**src/rtl/hilo_muldiv.sv**
```systemverilog
// hilo_muldiv: execute-stage producer of the HI/LO write/forward bus.
// Runs mult/multu/div/divu over several cycles and handles mthi/mtlo in one cycle.
// Parameter MUL_ITERATIVE selects a 32-cycle shift-add multiplier (1) or a
// single-cycle multiplier (0).
// Optional macro HILO_DIV0_SKIP_EN: a zero divisor finishes at once with
// hi=src1, lo=32'hFFFFFFFF instead of running the full restoring sequence.
`timescale 1ns/1ps

module hilo_muldiv #(
    parameter int MUL_ITERATIVE = 1
) (
    input  logic        clk,
    input  logic        resetn,
    input  logic        flush,
    input  logic        op_mult,
    input  logic        op_multu,
    input  logic        op_div,
    input  logic        op_divu,
    input  logic        op_mthi,
    input  logic        op_mtlo,
    input  logic [31:0] src1,
    input  logic [31:0] src2,
    output logic        stallreq,
    output logic        busy,
    output logic [65:0] hilo_bus
);

    typedef enum logic [1:0] {
        S_IDLE,
        S_MUL,
        S_DIV,
        S_DONE
    } state_t;

    state_t      r_state;
    state_t      w_next;

    // Shared accumulator: {hi, lo} for multiply, {remainder, quotient} for divide
    logic [63:0] r_acc;
    // Multiplicand magnitude for multiply, divisor magnitude for divide
    logic [31:0] r_opB;
    logic [5:0]  r_cnt;
    logic        r_isDiv;
    logic        r_resSign;
    logic        r_remSign;

    logic        w_startMul;
    logic        w_startDiv;
    logic        w_signedOp;
    logic        w_start;
    logic        w_div0Skip;
    logic [31:0] w_absA;
    logic [31:0] w_absB;
    logic [63:0] w_fastProd;
    logic [32:0] w_mulSum;
    logic [32:0] w_divShift;
    logic        w_divFits;
    logic [31:0] w_divRem;
    logic [63:0] w_prod;
    logic [31:0] w_quot;
    logic [31:0] w_rem;
    logic [63:0] w_result;

    assign w_startMul = op_mult | op_multu;
    assign w_startDiv = op_div | op_divu;
    assign w_signedOp = op_mult | op_div;
    assign w_start    = (r_state == S_IDLE) && !flush && (w_startMul || w_startDiv);

    // Signed operations work on magnitudes; 0x80000000 stays 0x80000000 as an unsigned magnitude
    assign w_absA = (w_signedOp && src1[31]) ? (32'd0 - src1) : src1;
    assign w_absB = (w_signedOp && src2[31]) ? (32'd0 - src2) : src2;

`ifdef HILO_DIV0_SKIP_EN
    assign w_div0Skip = w_startDiv && (src2 == 32'd0);
`else
    assign w_div0Skip = 1'b0;
`endif

    assign w_fastProd = {32'd0, w_absA} * {32'd0, w_absB};

    // Shift-add step: multiplier sits in the low half and is consumed LSB first
    assign w_mulSum = {1'b0, r_acc[63:32]} + (r_acc[0] ? {1'b0, r_opB} : 33'd0);

    // Restoring step: shift next dividend bit into the partial remainder and try to subtract
    assign w_divShift = {r_acc[63:32], r_acc[31]};
    assign w_divFits  = (w_divShift >= {1'b0, r_opB});
    assign w_divRem   = w_divShift[31:0] - r_opB;

    // Sign fixup applied on the way out in DONE
    assign w_prod   = r_resSign ? (64'd0 - r_acc) : r_acc;
    assign w_quot   = r_resSign ? (32'd0 - r_acc[31:0]) : r_acc[31:0];
    assign w_rem    = r_remSign ? (32'd0 - r_acc[63:32]) : r_acc[63:32];
    assign w_result = r_isDiv ? {w_rem, w_quot} : w_prod;

    assign busy = (r_state != S_IDLE);

    // State register; reset or flush always lands in IDLE
    always_ff @(posedge clk or negedge resetn) begin
        if (!resetn) begin
            r_state <= S_IDLE;
        end else begin
            r_state <= w_next;
        end
    end

    // Next-state, stall request and HI/LO bus; mthi/mtlo and DONE are the only writers
    always_comb begin
        w_next   = r_state;
        stallreq = 1'b0;
        hilo_bus = 66'd0;
        case (r_state)
            S_IDLE: begin
                if (!flush) begin
                    if (op_mthi) begin
                        hilo_bus = {2'b10, src1, 32'd0};
                    end else if (op_mtlo) begin
                        hilo_bus = {2'b01, 32'd0, src1};
                    end else if (w_startMul) begin
                        stallreq = 1'b1;
                        w_next   = (MUL_ITERATIVE == 0) ? S_DONE : S_MUL;
                    end else if (w_startDiv) begin
                        stallreq = 1'b1;
                        w_next   = w_div0Skip ? S_DONE : S_DIV;
                    end
                end
            end
            S_MUL: begin
                stallreq = 1'b1;
                if (r_cnt == 6'd31) begin
                    w_next = S_DONE;
                end
            end
            S_DIV: begin
                stallreq = 1'b1;
                if (r_cnt == 6'd31) begin
                    w_next = S_DONE;
                end
            end
            S_DONE: begin
                if (!flush) begin
                    hilo_bus = {2'b11, w_result};
                end
                w_next = S_IDLE;
            end
            default: begin
                w_next = S_IDLE;
            end
        endcase
        if (flush) begin
            w_next = S_IDLE;
        end
        if (!resetn) begin
            stallreq = 1'b0;
            hilo_bus = 66'd0;
        end
    end

    // Datapath: operand capture at start, one multiply or divide iteration per busy cycle
    always_ff @(posedge clk or negedge resetn) begin
        if (!resetn) begin
            r_acc     <= 64'd0;
            r_opB     <= 32'd0;
            r_cnt     <= 6'd0;
            r_isDiv   <= 1'b0;
            r_resSign <= 1'b0;
            r_remSign <= 1'b0;
        end else begin
            case (r_state)
                S_IDLE: begin
                    if (w_start) begin
                        r_cnt     <= 6'd0;
                        r_isDiv   <= w_startDiv;
                        r_resSign <= w_signedOp & (src1[31] ^ src2[31]);
                        r_remSign <= w_signedOp & src1[31];
                        if (w_startMul) begin
                            r_opB <= w_absA;
                            r_acc <= (MUL_ITERATIVE == 0) ? w_fastProd : {32'd0, w_absB};
                        end else if (w_div0Skip) begin
                            r_opB     <= 32'd0;
                            r_acc     <= {src1, 32'hFFFF_FFFF};
                            r_resSign <= 1'b0;
                            r_remSign <= 1'b0;
                        end else begin
                            r_opB <= w_absB;
                            r_acc <= {32'd0, w_absA};
                        end
                    end
                end
                S_MUL: begin
                    r_acc <= {w_mulSum, r_acc[31:1]};
                    r_cnt <= r_cnt + 6'd1;
                end
                S_DIV: begin
                    r_acc <= {(w_divFits ? w_divRem : w_divShift[31:0]), r_acc[30:0], w_divFits};
                    r_cnt <= r_cnt + 6'd1;
                end
                default: begin
                    r_cnt <= 6'd0;
                end
            endcase
        end
    end

endmodule

```
**config.mk**
```make
export PLATFORM = sky130hd
export DESIGN_NAME = hilo_muldiv
export DESIGN_NICKNAME = d
export VERILOG_FILES = /design/src/rtl/hilo_muldiv.sv
export SDC_FILE = /design/constraint.sdc
export NUM_CORES = 1
export LEC_CHECK = 0
export ABC_AREA = 1
export CORE_MARGIN = 10
export CORE_UTILIZATION = 35
export DETAILED_ROUTE_END_ITERATION = 12
export PLACE_DENSITY = 0.49
export SLEW_MARGIN = 20
export SYNTH_ARGS = -nofsm -noshare
export SYNTH_HDL_FRONTEND = slang
export SYNTH_SLANG_ARGS = --single-unit
```
**constraint.sdc**
```tcl
create_clock -name clk -period 2.7 [get_ports clk]
set_input_delay 0.675 -clock clk [delete_from_list [all_inputs] [get_ports clk]]
set_output_delay 0.675 -clock clk [all_outputs]
set_load 0.03 [all_outputs]
```
==> impl_metrics.xml <==
<?xml version="1.0" encoding="UTF-8"?>
<metrics>
  <group name="die">
    <metric name="fp.dieH" unit="microns">236</metric>
    <metric name="die_x" unit="microns">236</metric>
    <metric name="ios" unit="">141</metric>
    <metric name="core.rowCount" unit="">78</metric>
    <metric name="coreArea" unit="sq um">45700</metric>
    <metric name="die_outline_area" unit="sq um">55600</metric>
    <metric name="initial_utilization" unit="">0.357</metric>
  </group>
  <group name="clock_tree">
    <metric name="insertion_delay" unit="ps">410</metric>
    <metric name="cts.sinks" unit="">107</metric>
    <metric name="h-tree-depth" unit="">3</metric>
    <metric name="cts-buffers-inserted" unit="">9</metric>
    <metric name="cts_tree" unit="">built</metric>
    <metric name="cts_root_buf" unit="">sky130_fd_sc_hd__clkbuf_16</metric>
    <metric name="cts_hold_buffers" unit="">0</metric>
    <metric name="clock_path_buffers" unit="">2</metric>
    <metric name="clkTransAtPathRegs" unit="ps">80</metric>
  </group>
  <group name="global_routing">
    <metric name="total_routing_usage_reported_by_global_routing" unit="">0.340</metric>
    <metric name="antenna_found_initial" unit="">3</metric>
    <metric name="maximum_number_of_pins_on_one_net_before_global_route_repair" unit="">108</metric>
    <metric name="grt.overflow.total" unit="">0</metric>
    <metric name="via_count_of_the_first_global_routing_pass" unit="">23628</metric>
    <metric name="grt_pass1_wl" unit="microns">145000</metric>
  </group>
  <group name="finish">
    <metric name="insertedDiodeCount" unit="">0</metric>
    <metric name="area_growth" unit="%">70.6</metric>
    <metric name="instances_no_fill" unit="">4361</metric>
    <metric name="drive_above_1_share" unit="">0.372</metric>
    <metric name="multiInputGateArea" unit="sq um">14600</metric>
    <metric name="seq_area" unit="sq um">2710</metric>
    <metric name="fill_cells" unit="">4284</metric>
    <metric name="nNetsFinal" unit="">3905</metric>
  </group>
  <group name="synth">
    <metric name="asyncSetResetFlopFracSynth" unit="">1.00</metric>
    <metric name="synth.yosys.seq_area_share" unit="">0.164</metric>
    <metric name="netlist_instances" unit="">2979</metric>
    <metric name="post_synth_num_cell_types" unit="">51</metric>
    <metric name="ys_ff_latch" unit="">107</metric>
    <metric name="synth.top_cells.by_count" unit="">sky130_fd_sc_hd__nand2_1, sky130_fd_sc_hd__inv_1, sky130_fd_sc_hd__nor2_1</metric>
    <metric name="synth-warning-count" unit="">0</metric>
    <metric name="synth_edf_count" unit="">0</metric>
    <metric name="synth_area_leader_cell" unit="">sky130_fd_sc_hd__nand2_1</metric>
    <metric name="yosysMostFrequentCell" unit="">sky130_fd_sc_hd__nand2_1</metric>
    <metric name="post-synth-top-area-fraction" unit="">0.218</metric>
    <metric name="mappedNetlistNets" unit="">3128</metric>
    <metric name="synth_flop_cell" unit="">sky130_fd_sc_hd__dfrtp_1</metric>
    <metric name="avg_inst_size_synth" unit="sq um">5.47</metric>
    <metric name="synthTopCellsByArea" unit="">sky130_fd_sc_hd__nand2_1, sky130_fd_sc_hd__dfrtp_1, sky130_fd_sc_hd__nand3_1, sky130_fd_sc_hd__inv_1, sky130_fd_sc_hd__nor2_1</metric>
    <metric name="mappedNetlistArea" unit="sq um">16300</metric>
  </group>
  <group name="route">
    <metric name="route.detailed.vias_per_inst" unit="">5.62</metric>
    <metric name="avgRoutedWirePerCell" unit="microns">23.4</metric>
    <metric name="detailroute.via_count" unit="">24514</metric>
    <metric name="drc_errors" unit="">0</metric>
    <metric name="dr_iter_0_viols" unit="">2612</metric>
    <metric name="number_of_nets_with_antenna_violations_after_routing" unit="">0</metric>
    <metric name="drtPass1Iterations" unit="">9</metric>
    <metric name="sum_of_routed_wire_length_over_all_layers" unit="microns">102000</metric>
  </group>
  <group name="critical_path">
    <metric name="critPathLaunchType" unit="">register</metric>
    <metric name="worstPathRequired" unit="ps">2030</metric>
    <metric name="setup.worst_path.end_class" unit="">output port</metric>
    <metric name="crit_fanout" unit="">7</metric>
    <metric name="arrival_worst_endpoint" unit="ps">2680</metric>
    <metric name="criticalPathCategory" unit="">register to output port</metric>
  </group>
  <group name="outcome">
    <metric name="violated_checks" unit="">negative setup slack</metric>
    <metric name="run_status" unit="">complete, but fails checks</metric>
  </group>
  <group name="pwr">
    <metric name="power_density" unit="nW/um^2">1070</metric>
    <metric name="irDropWorstVdd" unit="mV">1.03</metric>
    <metric name="power.leakage" unit="nW">13.4</metric>
  </group>
  <group name="sta">
    <metric name="max_clock_freq" unit="GHz">0.298</metric>
    <metric name="timing.setup.tns" unit="ps">-22840</metric>
    <metric name="maxSlewViolCount" unit="">0</metric>
    <metric name="min_period_over_period" unit="">1.24</metric>
    <metric name="worstMarginPinSlew" unit="ps">874</metric>
    <metric name="largest_clock_skew_in_the_final_design" unit="ps">13.9</metric>
    <metric name="report.final.setup_viol" unit="">66</metric>
    <metric name="slew_headroom" unit="">0.411</metric>
    <metric name="grt_setup_unrepaired" unit="">true</metric>
    <metric name="finalCriticalPeriod" unit="ps">3360</metric>
    <metric name="setup_ws" unit="ps">-656</metric>
    <metric name="hold_viol" unit="">0</metric>
  </group>
  <group name="place">
    <metric name="place.gp.congestion" unit="">1.09</metric>
    <metric name="placement.io_buffers" unit="">140</metric>
    <metric name="place.detailed.hpwl" unit="microns">80500</metric>
    <metric name="post-place-cells" unit="">4246</metric>
  </group>
  <group name="run">
    <metric name="cap_viol_max_count" unit="">0</metric>
  </group>
  <group name="min_path">
    <metric name="classification_of_the_worst_slack_hold_path" unit="">input port to async pin</metric>
  </group>
</metrics>
[cell type report]
class	count	area share
clock buffer	11	0.00874
clock inverter	5	0.00297
inverter	387	0.0537
multi-input combinational	2385	0.524
sequential	107	0.0974
tap	600	0.0270
timing repair buffer	866	0.286
[cell usage in the layout (no fill, tap or decap), types with 67 or more instances in the layout]
cell type and count:
sky130_fd_sc_hd__nand2_1 845, sky130_fd_sc_hd__buf_4 658, sky130_fd_sc_hd__inv_1 348, sky130_fd_sc_hd__nor2_1 263, sky130_fd_sc_hd__nand3_1 263, sky130_fd_sc_hd__o21ai_0 101, sky130_fd_sc_hd__nand2_2 86, sky130_fd_sc_hd__dfrtp_1 84
sky130_fd_sc_hd__nand3_2 70, sky130_fd_sc_hd__nor2_2 68, sky130_fd_sc_hd__buf_12 68, sky130_fd_sc_hd__clkdlybuf4s50_1 67
[sequential cells by signal, summed over array words and instances, names as in the netlist]
name / count
r_acc: 64
r_opB: 32
r_cnt: 6
r_state: 2
r_isDiv: 1
r_remSign: 1
r_resSign: 1
[through the flow]
step                      instance area, sq um  utilization  power [mW]  hold slack, ps  worst slack (ps)
after CTS                                25300        0.555        26.2             492              -517
after floorplan                          16400            -        12.7             379             -98.7
final                                    27800        0.608        29.8             403              -656
after global routing                     27800        0.608        31.4             481              -616
after global placement                   23400        0.512        22.6             493              -421
after detailed placement                 23400        0.512        22.6             489              -405
[metal layers]
layer	global-route usage	vias up	wire length [microns]
met5	0	-	13
met2	0.562	1376	46900
li1	-	11249	-
met1	0.401	11532	38500
met4	0.216	2	8080
met3	0.0597	355	8740
[worst paths after layout]
check	startpoint	to	slack, ps	cells past startpoint
setup / recovery	r_remSign	hilo_bus[42]	-660	7
hold / removal	resetn	r_opB[22]	400	2
setup reg to reg	r_acc[31]	r_acc[42]	50	19
hold reg to reg	r_opB[21]	r_opB[21]	510	2
max in group asynchronous	resetn	r_state[0]	1570	2
min in group clk	r_opB[21]	r_opB[21]	510	2
[repair_timing]
action                     4_1_cts  5_1_grt
pin swaps                       92      141
setup endpoints to repair       95      108
cloned                           5        6
resized for setup              331      454
buffers inserted                36       63
[worst max-delay path, cell delays in order, from the launching register on]
cell and delay (ps):
sky130_fd_sc_hd__dfrtp_1 510, sky130_fd_sc_hd__inv_1 280, sky130_fd_sc_hd__o21ai_0 770, sky130_fd_sc_hd__nand2_1 160, sky130_fd_sc_hd__nand2_1 150, sky130_fd_sc_hd__nand3_4 100
sky130_fd_sc_hd__a21oi_4 160, sky130_fd_sc_hd__buf_12 140
[power breakdown]
part           leakage [nW]  internal [mW]  total (mW)  switching, mW
logic                  11.9           10.3        25.3           14.9
clock network         0.161          0.846        1.62          0.772
registers              1.35           2.23        2.94          0.714
total                  13.4           13.4        29.8           16.4
[logic make-up after synthesis]
logic type	count (synthesis)	synth area share
flip-flops	107	0.164
AO/OA/AOI/OAI	442	0.153
adder cells (fa/ha/maj)	76	0.0593
buffers and inverters	487	0.117
XOR/XNOR	71	0.0382
AND/OR/NAND/NOR	1796	0.468
No activity file was read; power rests on OpenSTA's default activity.
